**src/rtl/contador_tempo.sv**
```systemverilog
// contador_tempo: loadable down-counting timer with a small control FSM.
// S is loaded during a one-cycle LOAD state and then decremented on each
// one-second tick until zero. The binary count, its BCD digits and the
// control permissions are all registered outputs.
module contador_tempo #(
  parameter int unsigned WIDTH       = 5,
  parameter bit          AUTO_RELOAD = 1'b0
) (
  input  logic             clk,
  input  logic             rst,
  input  logic [WIDTH-1:0] S,
  input  logic             start,
  input  logic             tick,
  input  logic             pause,
  input  logic             restart,
  output logic [WIDTH-1:0] count,
  output logic [1:0]       tens,
  output logic [3:0]       units,
  output logic             load_permission,
  output logic             clear_permission,
  output logic             count_permission,
  output logic             done,
  output logic [2:0]       state
);

  localparam logic [2:0] IDLE = 3'b000;
  localparam logic [2:0] LOAD = 3'b001;
  localparam logic [2:0] RUN  = 3'b010;
  localparam logic [2:0] HOLD = 3'b011;
  localparam logic [2:0] DONE = 3'b100;

  logic [2:0]       state_q, state_d;
  logic [WIDTH-1:0] count_q, count_d;
  logic [1:0]       tens_q, tens_d;
  logic [3:0]       units_q, units_d;
  logic             load_q, load_d;
  logic             clr_q, clr_d;
  logic             cnt_en_q, cnt_en_d;
  logic             done_q, done_d;
  logic [31:0]      count_ext;

  // Next state and next count, with restart overriding every state.
  always_comb begin
    state_d = state_q;
    count_d = count_q;
    case (state_q)
      IDLE: begin
        count_d = '0;
        if (start && (S != '0)) state_d = LOAD;
      end
      LOAD: begin
        count_d = S;
        state_d = RUN;
      end
      RUN: begin
        if (start) begin
          state_d = LOAD;
        end else if (!pause) begin
          state_d = HOLD;
        end else if (tick) begin
          // Count of 0 or 1 both land on zero; never wrap below zero.
          if (count_q <= WIDTH'(1)) begin
            count_d = '0;
            state_d = DONE;
          end else begin
            count_d = count_q - WIDTH'(1);
          end
        end
      end
      HOLD: begin
        if (start)      state_d = LOAD;
        else if (pause) state_d = RUN;
      end
      DONE: begin
        count_d = '0;
        if (start || AUTO_RELOAD) state_d = LOAD;
      end
      default: begin
        state_d = IDLE;
        count_d = '0;
      end
    endcase
    if (!restart) begin
      state_d = IDLE;
      count_d = '0;
    end
  end

  // Registered-output values derived from the next state and next count.
  always_comb begin
    count_ext = 32'(count_d);
    tens_d    = 2'(count_ext / 32'd10);
    units_d   = 4'(count_ext % 32'd10);
    load_d    = (state_d == LOAD);
    clr_d     = (state_d != IDLE);
    cnt_en_d  = (state_d == RUN) && pause;
    done_d    = (state_d == DONE);
  end

  // State, count and output registers with synchronous reset.
  always_ff @(posedge clk) begin
    if (rst) begin
      state_q  <= IDLE;
      count_q  <= '0;
      tens_q   <= '0;
      units_q  <= '0;
      load_q   <= 1'b0;
      clr_q    <= 1'b0;
      cnt_en_q <= 1'b0;
      done_q   <= 1'b0;
    end else begin
      state_q  <= state_d;
      count_q  <= count_d;
      tens_q   <= tens_d;
      units_q  <= units_d;
      load_q   <= load_d;
      clr_q    <= clr_d;
      cnt_en_q <= cnt_en_d;
      done_q   <= done_d;
    end
  end

  assign count            = count_q;
  assign tens             = tens_q;
  assign units            = units_q;
  assign load_permission  = load_q;
  assign clear_permission = clr_q;
  assign count_permission = cnt_en_q;
  assign done             = done_q;
  assign state            = state_q;

endmodule

```
**config.mk**
```make
export PLATFORM = sky130hd
export DESIGN_NAME = contador_tempo
export DESIGN_NICKNAME = d
export VERILOG_FILES = /design/src/rtl/contador_tempo.sv
export SDC_FILE = /design/constraint.sdc
export NUM_CORES = 1
export LEC_CHECK = 0
export BUFFER_PORTS_ARGS = -buffer_cell sky130_fd_sc_hd__buf_2
export CAP_MARGIN = 20
export CORE_MARGIN = 3
export CORE_UTILIZATION = 52
export CTS_CLUSTER_DIAMETER = 30
export CTS_CLUSTER_SIZE = 30
export DETAILED_ROUTE_END_ITERATION = 16
export PLACE_DENSITY = 0.78
export REMOVE_ABC_BUFFERS = 1
export SYNTH_ARGS = -nofsm -noshare
export SYNTH_HDL_FRONTEND = slang
export SYNTH_SLANG_ARGS = --single-unit
```
**constraint.sdc**
```tcl
create_clock -name clk -period 3.4 [get_ports clk]
set_clock_uncertainty 0.1 [all_clocks]
set_input_delay 0.68 -clock clk [delete_from_list [all_inputs] [get_ports clk]]
set_output_delay 0.68 -clock clk [all_outputs]
set_load 0.05 [all_outputs]
```
==> results of run 1 <==
## cell type report
type | instances | area (sq um)
Timing Repair Buffer | 34 | 185.2
Clock inverter | 1 | 5.005
Tap cell | 27 | 33.78
Sequential cell | 17 | 340.3
Fill cell | 197 | 668.1
Multi-Input combinational cell | 98 | 760.7
Clock buffer | 3 | 22.52
Inverter | 7 | 26.28
## power breakdown
group	total (uW)	internal, uW	switching, uW	leakage, uW
sequential	204	202	2.43	0.000137
combinational	56.0	22.0	34.0	0.000427
clock	112	44.0	67.7	0.0000177
## registers in the layout (all words and copies together) (netlist names)
name	cells
count_permission	1
done	1
units	3
clear_permission	1
count	5
state	3
load_permission	1
tens	2
## cells in the final DEF (no fill, tap or decap), drive strengths merged, types with 4 or more instances in the layout
cell type,n
nand2,6
ha,6
buf,34
nor3b,4
nor2,5
mux2,5
dfxtp,17
inv,7
nor2b,7
o21ai,4
## through the flow
stage | util | area [sq um] | power, uW
after detailed placement | 0.6593 | 1346 | 263.3
after global routing | 0.6728 | 1374 | 387.4
final | 0.6728 | 1374 | 371.7
after CTS | 0.6728 | 1374 | 371.5
after floorplan | - | 1127 | 241.5
after global placement | 0.6593 | 1346 | 262.2
## layer usage
layer	vias up	GRT usage
met5	-	0
met4	0	0.09362
met3	11	0.06479
met2	70	0.3673
met1	543	0.3116
li1	561	-
## path summary, 6_finish.rpt
check,from,endpoint,depth (start not counted)
max,state[1],units[3],11
min,pause,count_permission,2
max reg2reg,state[1],units[3],11
min reg2reg,count[0],count[0],2
## kinds of logic after synthesis
group	count (synthesis)
simple gates	53
compound gates	31
flops	17
buf+inv	13
mux	7
fa+ha+maj	6
xor+xnor	1
## critical path: cells and delay by family (launching register included)
kind	cells	cell delay, ns
simple gates	4	1.10
compound gates	4	0.97
flops	1	0.53
fa+ha+maj	2	0.36
buf+inv	1	0.10
==> impl_metrics.toml, run 1 <==
[timing]
final_max_slew_viol_count = 0
worst_slew_margin_rel = 0.6128
setup_viol = 0
final_critical_delay_including_setup_and_external_delays_ns = 3.230
grt_setup_unrepaired = "false"
hold-worst-slack_ns = 0.5871
worstMarginPinSlew_ns = 0.5733
final.setup.worst_slack_ns = 0.1700
finalCritPeriodShare = 0.9500
fin_tns_setup_ns = 0
fmax_mhz = 309.6
timing_hold_violations_final = 0

[worst_setup_path]
start_kind = "flip-flop"
path_cells = "or4b_1, a211oi_1, o21ai_0, inv_1, ha_1, nand4_1, o211ai_1, nand3_1, ha_1, or3b_1, a31oi_1"
critical-path-slowest-cell = "sky130_fd_sc_hd__dfxtp_1"
crit_path_max_fanout = 8
crit_top_cell = "sky130_fd_sc_hd__ha_1"
critical_path_capture_point_type = "flip-flop"
worstSetupPathType = "flip-flop to flip-flop"
critical_path.max_stage_delay_ns = 0.53
worst-endpoint-arrival_ns = 3.37
timing.reg2reg.setup_slack_ns = 0.17
cp.required_ns = 3.54

[synth]
synth_enable_flop_cells = 0
asr_flop_ratio_synth = 0
postSynthCellCount = 128
post_syn_area_sq_mm = 0.001160
synthXorXnorAreaFrac = 0.007551
post_synth_num_cell_types = 54
synth-seq-area-share = 0.2934
synth_largest_area_cell = "sky130_fd_sc_hd__dfxtp_1"
synthSimpleGateAreaFrac = 0.3010
synth.mux.area_fraction = 0.06580
ys_ff_latch = 17
post-synth-top-count-cell = "sky130_fd_sc_hd__dfxtp_1"
synthDominantCellAreaShare = 0.2934
yosys_most_used_dff = "sky130_fd_sc_hd__dfxtp_1"
synthTopCellsByCount = "sky130_fd_sc_hd__dfxtp_1, sky130_fd_sc_hd__inv_1, sky130_fd_sc_hd__nor2b_1"
synth_top_family_by_area = "simple AND/OR/NAND/NOR gates"
synth_warnings = 0
ys_top_cells_by_area = "sky130_fd_sc_hd__dfxtp_1, sky130_fd_sc_hd__ha_1, sky130_fd_sc_hd__mux2_2"
yosys.area_share.adder = 0.06472
syn-mean-instance-area_sq_um = 9.061
synth_compound_area_frac = 0.2168

[route]
met2RoutedLength_microns = 1383
route.vias.total = 1185
met3RoutedLength_microns = 318
detail-route-antenna-nets = 0
detail_route.first_pass.iterations = 4
post_drt_wl_per_cell_microns = 16.02
routed_wl_microns = 2995
post-route-drc-count = 0
met1_length_microns = 1224
drt_first_iter_violations = 43
route.detailed.vias_per_inst = 6.337
highest_layer = "met4"

[place]
portBuffers = 28
dpl_worst_slack_ns = 0.07140
dp.final_hpwl_microns = 2262
number_of_instances_in_the_placed_design = 183
gp_congestion = 0.9123

[hold_path]
worst_hold_path_type = "input pin to flip-flop"

[cts]
cts_tree = "done"
cts-htree-levels = 1
cts_num_sinks = 17
clk_latency_ns = 0.30
cts.hold.buffers_added = 0
worst_setup_hold_path_clk_slew_ns = 0.10
total_cts_buffers = 3
clockRootBuffer = "sky130_fd_sc_hd__clkbuf_4"
post_cts.resized_instances = 0
post_cts_buffers = 0
clk_path_buf_depth = 2

[floorplan]
initial_core_util = 0.5680
dieHeight_microns = 53.23
floorplan.die.width_microns = 53.23
design.core.area_sq_mm = 0.002042
placementRows = 16
top_level_ports = 29
die_area_sq_mm = 0.002833

[grt]
grt_antenna_before_repair = 0
grt_remaining_overflow = 0
grt_max_degree = 16
grt_pass1_wl_microns = 4871
gr-usage-all-layers = 0.2386
grt_pass1_vias = 1033

[power_and_ir_drop]
power.density_cell_area_mw_per_mm2 = 270.5
p_leak_uw = 0.0005820
vdd.ir_drop.worst_mv = 0.2147

[run_status]
outcome = "finished, final reports clean"

[cells_and_area]
layout.nets = 178
synthToLayoutAreaGrowth_pct = 18.45
instances_no_fill = 187
antenna_cells_inserted = 0
drive_gt1_frac = 0.3000

[flow_run]
cap_viol_max_count = 0
(Power assumes the default switching activity.)
==> run 2, diff against run 1 <==
clock period = 3.16 ns   (was 3.4 ns; I/O delays follow)
==> run 2 against run 1 <==
  * Combinational power is 14% higher
  * Clock power hardly changed
  * Critical path depth stayed put
  * Flip-flop and latch count stayed put
  * Sequential power is 7% higher
  * Critical path type unchanged
  * Critical endpoint unchanged
  * Largest cell class unchanged
==> impl_metrics.toml, run 2 (synthesis gave the netlist of run 1 again) <==
[worst_setup_path]
worst-endpoint-arrival_ns = 3.15
crit_path_max_fanout = 8
start_kind = "flip-flop"
cp.required_ns = 3.28
worstSetupPathType = "flip-flop to flip-flop"
critical_path_capture_point_type = "flip-flop"

[floorplan]
die_area_sq_mm = 0.002833
top_level_ports = 29
dieHeight_microns = 53.23
floorplan.die.width_microns = 53.23
placementRows = 16
design.core.area_sq_mm = 0.002042
initial_core_util = 0.5680

[timing]
hold-worst-slack_ns = 0.5604
grt_setup_unrepaired = "false"
fin_tns_setup_ns = 0
fmax_mhz = 330.8
worst_slew_margin_rel = 0.5431
finalCritPeriodShare = 0.9566
worstMarginPinSlew_ns = 0.6764
timing_hold_violations_final = 0
final_critical_delay_including_setup_and_external_delays_ns = 3.023
setup_viol = 0
final_max_slew_viol_count = 0

[route]
post-route-drc-count = 0
detail_route.first_pass.iterations = 4
drt_first_iter_violations = 28
route.vias.total = 1180
post_drt_wl_per_cell_microns = 15.22
route.detailed.vias_per_inst = 5.960
detail-route-antenna-nets = 0
routed_wl_microns = 3014

[cells_and_area]
final_cell_mix = "sky130_fd_sc_hd__buf_2, sky130_fd_sc_hd__buf_4, sky130_fd_sc_hd__dfxtp_1, sky130_fd_sc_hd__nor2b_1, sky130_fd_sc_hd__inv_1"
drive_gt1_frac = 0.3626
instances_no_fill = 198
layout.nets = 189
antenna_cells_inserted = 0
layout_commonest_cell = "sky130_fd_sc_hd__buf_2"
largest_reg_flops = 5
synthToLayoutAreaGrowth_pct = 26.65

[grt]
grt_pass1_vias = 1144
grt_pass1_wl_microns = 5085
grt_antenna_before_repair = 0
gr-usage-all-layers = 0.2469
grt_max_degree = 16
grt_remaining_overflow = 0

[flow_run]
cap_viol_max_count = 0

[power_and_ir_drop]
finalPower_uw = 396.4
p_leak_uw = 0.0006346
power.density_cell_area_mw_per_mm2 = 269.8
vdd.ir_drop.worst_mv = 0.3054

[place]
gp_congestion = 0.9789
portBuffers = 28
number_of_instances_in_the_placed_design = 194
dp.final_hpwl_microns = 2394

[cts]
cts-htree-levels = 1
clk_latency_ns = 0.29
worst_setup_hold_path_clk_slew_ns = 0.10
clockRootBuffer = "sky130_fd_sc_hd__clkbuf_4"
total_cts_buffers = 3
clk_path_buf_depth = 2
cts_num_sinks = 17
cts_tree = "done"

[run_status]
outcome = "finished, final reports clean"

[hold_path]
worst_hold_path_type = "input pin to flip-flop"
run 2: layout make-up:
cell class / count / area [sq um]
Tap cell: 27 / 33.78
Multi-Input combinational cell: 98 / 772.0
Sequential cell: 17 / 341.6
Clock inverter: 1 / 5.005
Fill cell: 166 / 573.1
Inverter: 7 / 26.28
Clock buffer: 3 / 22.52
Timing Repair Buffer: 45 / 267.8
run 2: path summary, 6_finish.rpt:
check           start                to  slack (ns)  cells past startpoint
max          state[0]          units[3]        0.14                     11
min             pause  count_permission        0.56                      2
max reg2reg  state[0]          units[3]        0.14                     11
min reg2reg  count[0]          count[0]        0.65                      3
run 2: layer usage:
| metal | vias up | part of all wire | global-route usage |
|---|---|---|---|
| met5 | - | 0 | 0 |
| met4 | 0 | 0.0080 | 0.06383 |
| met3 | 2 | 0.069 | 0.08451 |
| met2 | 53 | 0.48 | 0.3898 |
| met1 | 544 | 0.44 | 0.3169 |
| li1 | 581 | - | - |
run 2: critical path, stage by stage, from the launching register on:
cell and delay (ns):
sky130_fd_sc_hd__dfxtp_1 0.40, sky130_fd_sc_hd__or4b_1 0.55, sky130_fd_sc_hd__a211oi_1 0.30, sky130_fd_sc_hd__o21ai_0 0.16, sky130_fd_sc_hd__inv_1 0.09, sky130_fd_sc_hd__ha_1 0.17, sky130_fd_sc_hd__nand4_1 0.10, sky130_fd_sc_hd__o211ai_1 0.21
sky130_fd_sc_hd__nand3_1 0.14, sky130_fd_sc_hd__ha_1 0.22, sky130_fd_sc_hd__or3b_1 0.37, sky130_fd_sc_hd__a31oi_1 0.15
run 2: report_power, final:
part           internal [uW]  switching [uW]  leakage, uW  total [uW]
Combinational           26.0            38.1     0.000479        64.0
Clock                   47.0            66.4    0.0000177         113
Sequential               217            2.09     0.000138         219
Total                    290             107     0.000635         396
run 2: metrics by stage:
| stage | util | setup WS (ns) | area (sq um) |
|---|---|---|---|
| floorplan | - | -0.2093 | 1127 |
| global placement | 0.6998 | 0.06299 | 1429 |
| detailed placement | 0.6998 | -0.08007 | 1429 |
| CTS | 0.7132 | 0.1351 | 1456 |
| global route | 0.7194 | 0.007251 | 1469 |
| finish | 0.7194 | 0.1371 | 1469 |
run 2: what timing repair did:
action,CTS,global route
hold buffers,0,0
endpoints found under the setup margin,0,2
setup buffers,0,0
hold endpoints to repair,0,0
resized for setup,0,3
==> run 3, diff against run 2 <==
CORE_MARGIN = 1   (was 3)
PLACE_DENSITY = unset   (was 0.78)
PLACE_DENSITY_LB_ADDON = 0.25   (was unset)
==> run 3 against run 2 <==
  * Sequential share of layout area about the same
  * Worst hold slack lost 0.023 ns
  * Sequential power about the same
  * Critical path type unchanged
  * Highest routed layer unchanged
  * First-iteration DRC count rose by 79%
  * Power is 1.4% higher
  * Critical endpoint unchanged
==> impl_metrics.toml, run 3 (synthesis gave the netlist of run 1 again) <==
[run_status]
outcome = "finished, final reports clean"

[cts]
clockRootBuffer = "sky130_fd_sc_hd__clkbuf_4"
total_cts_buffers = 3
clk_path_buf_depth = 2
cts_tree = "done"
clk_latency_ns = 0.29
cts-htree-levels = 1
cts_num_sinks = 17
worst_setup_hold_path_clk_slew_ns = 0.10
cts.hold.buffers_added = 0

[place]
gp_congestion = 0.9692
number_of_instances_in_the_placed_design = 194
portBuffers = 28
placedInstanceArea_sq_mm = 0.001429
dp.final_hpwl_microns = 2451

[timing]
setup_viol = 0
worst_slew_margin_rel = 0.6434
fmax_mhz = 324.2
timing_hold_violations_final = 0
finalCritPeriodShare = 0.9760
final_max_slew_viol_count = 0
hold-worst-slack_ns = 0.5375
worstMarginPinSlew_ns = 0.5275
final_critical_delay_including_setup_and_external_delays_ns = 3.084

[hold_path]
timing.hold.worst.start = "count[0]"
min_to = "count[0]"
worst_hold_path_type = "flip-flop to flip-flop"
min_delay_path_depth = 2

[floorplan]
design.core.area_sq_mm = 0.002022
top_level_ports = 29
initial_core_util = 0.5736
dieHeight_microns = 49.23
floorplan.die.width_microns = 49.23
placementRows = 16
die_area_sq_mm = 0.002424

[grt]
grt_antenna_before_repair = 0
grt_pass1_vias = 1156
grt_pass1_wl_microns = 5326
grt_remaining_overflow = 0
gr-usage-all-layers = 0.2848
grt_max_degree = 16

[cells_and_area]
antenna_cells_inserted = 0
synthToLayoutAreaGrowth_pct = 28.16
design_area_sq_mm = 0.001486
instances_no_fill = 200
final_cell_mix = "sky130_fd_sc_hd__buf_2, sky130_fd_sc_hd__buf_4, sky130_fd_sc_hd__dfxtp_1, sky130_fd_sc_hd__nor2b_1, sky130_fd_sc_hd__inv_1"
drive_gt1_frac = 0.3815
layout.nets = 191
layout_commonest_cell = "sky130_fd_sc_hd__buf_2"
largest_reg_flops = 5

[power_and_ir_drop]
power.density_cell_area_mw_per_mm2 = 270.5
vdd.ir_drop.worst_mv = 0.2720
p_leak_uw = 0.0006460

[worst_setup_path]
reg2regPathDepth = 11
worstSetupPathType = "flip-flop to flip-flop"
timing.rr.start = "count[0]"
end_of_the_worst_register_to_register_path = "units[3]"
start_kind = "flip-flop"
cpLargestDelayFamily = "simple AND/OR/NAND/NOR gates"
path_cells = "or3_1, or2_1, a311o_1, nand2_2, ha_2, nand4_1, o211ai_1, nand3_1, ha_1, or3b_1, a31oi_1"
worst-endpoint-arrival_ns = 3.21
critical_path_capture_point_type = "flip-flop"
critical-path-slowest-cell = "sky130_fd_sc_hd__or3_1"
path_buf_inv = 0
timing.reg2reg.setup_slack_ns = 0.08
crit_path_max_fanout = 9
critical_path.max_stage_delay_ns = 0.41
cp.required_ns = 3.29

[route]
route.detailed.vias_per_inst = 6.005
route.vias.total = 1201
post-route-drc-count = 0
detail_route.first_pass.iterations = 5
detail-route-antenna-nets = 0
routed_wl_microns = 3203
post_drt_wl_per_cell_microns = 16.02
drt_first_iter_violations = 50

[flow_run]
cap_viol_max_count = 0
==> run 3: cell count changes in the layout (fill, tap and decap cells not counted), sizes merged <==
cell  before  now
buf       45   47
==> run 3: metrics by stage <==
| step | setup TNS (ns) | total power, uW | setup WS (ns) | utilization |
|---|---|---|---|---|
| CTS | 0 | 398.9 | 0.08262 | 0.7203 |
| floorplan | -0.3152 | 259.8 | -0.2093 | - |
| detailed placement | -0.1636 | 287.5 | -0.1041 | 0.7067 |
| finish | 0 | 402.1 | 0.07581 | 0.7351 |
| global route | -0.009271 | 415.2 | -0.009271 | 0.7351 |
| global placement | 0 | 285.9 | 0.008992 | 0.7067 |
==> run 3: layout make-up <==
class	instances	area, sq um
Multi-Input combinational cell	98	770.7
Fill cell	172	535.5
Tap cell	27	33.78
Clock buffer	3	22.52
Inverter	7	26.28
Timing Repair Buffer	47	282.8
Sequential cell	17	345.3
Clock inverter	1	5.005
==> run 3: how the worst max path moves through the flow <==
stage,slack [ns],to,startpoint,cells after the start
after floorplan,-0.21,units[3],count[0],13
after CTS,0.08,units[3],count[0],11
after global routing,-0.009,units[3],count[0],11
after detailed placement,-0.10,units[3],start,12
final,0.08,units[3],count[0],11
after global placement,0.009,units[3],start,13
==> run 3: power breakdown <==
| group | leakage, uW | total [uW] | internal, uW | switching, uW |
|---|---|---|---|---|
| Combinational | 0.000490 | 67.0 | 27.4 | 39.6 |
| Sequential | 0.000139 | 218 | 216 | 1.76 |
| Clock | 0.0000177 | 117 | 47.1 | 70.2 |
| Total | 0.000646 | 402 | 291 | 112 |
==> run 3: per-layer routing <==
metal / up-vias / track usage / wire, microns
met5: - / 0 / 0
met4: 0 / 0.1029 / 36
met3: 4 / 0.03115 / 133
met2: 39 / 0.4909 / 1587
met1: 576 / 0.3612 / 1444
li1: 582 / - / -
==> run 3: timing repair <==
action | CTS | global route
endpoints found under the setup margin | 0 | 3
resized for setup | 0 | 6
setup buffers | 0 | 2
==> run 3: worst register-to-register path: stages, from the launching register on <==
cell	delay [ns]
sky130_fd_sc_hd__dfxtp_4	0.38
sky130_fd_sc_hd__or3_1	0.41
sky130_fd_sc_hd__or2_1	0.25
sky130_fd_sc_hd__a311o_1	0.40
sky130_fd_sc_hd__nand2_2	0.10
sky130_fd_sc_hd__ha_2	0.18
sky130_fd_sc_hd__nand4_1	0.11
sky130_fd_sc_hd__o211ai_1	0.19
sky130_fd_sc_hd__nand3_1	0.14
sky130_fd_sc_hd__ha_1	0.23
sky130_fd_sc_hd__or3b_1	0.38
sky130_fd_sc_hd__a31oi_1	0.16
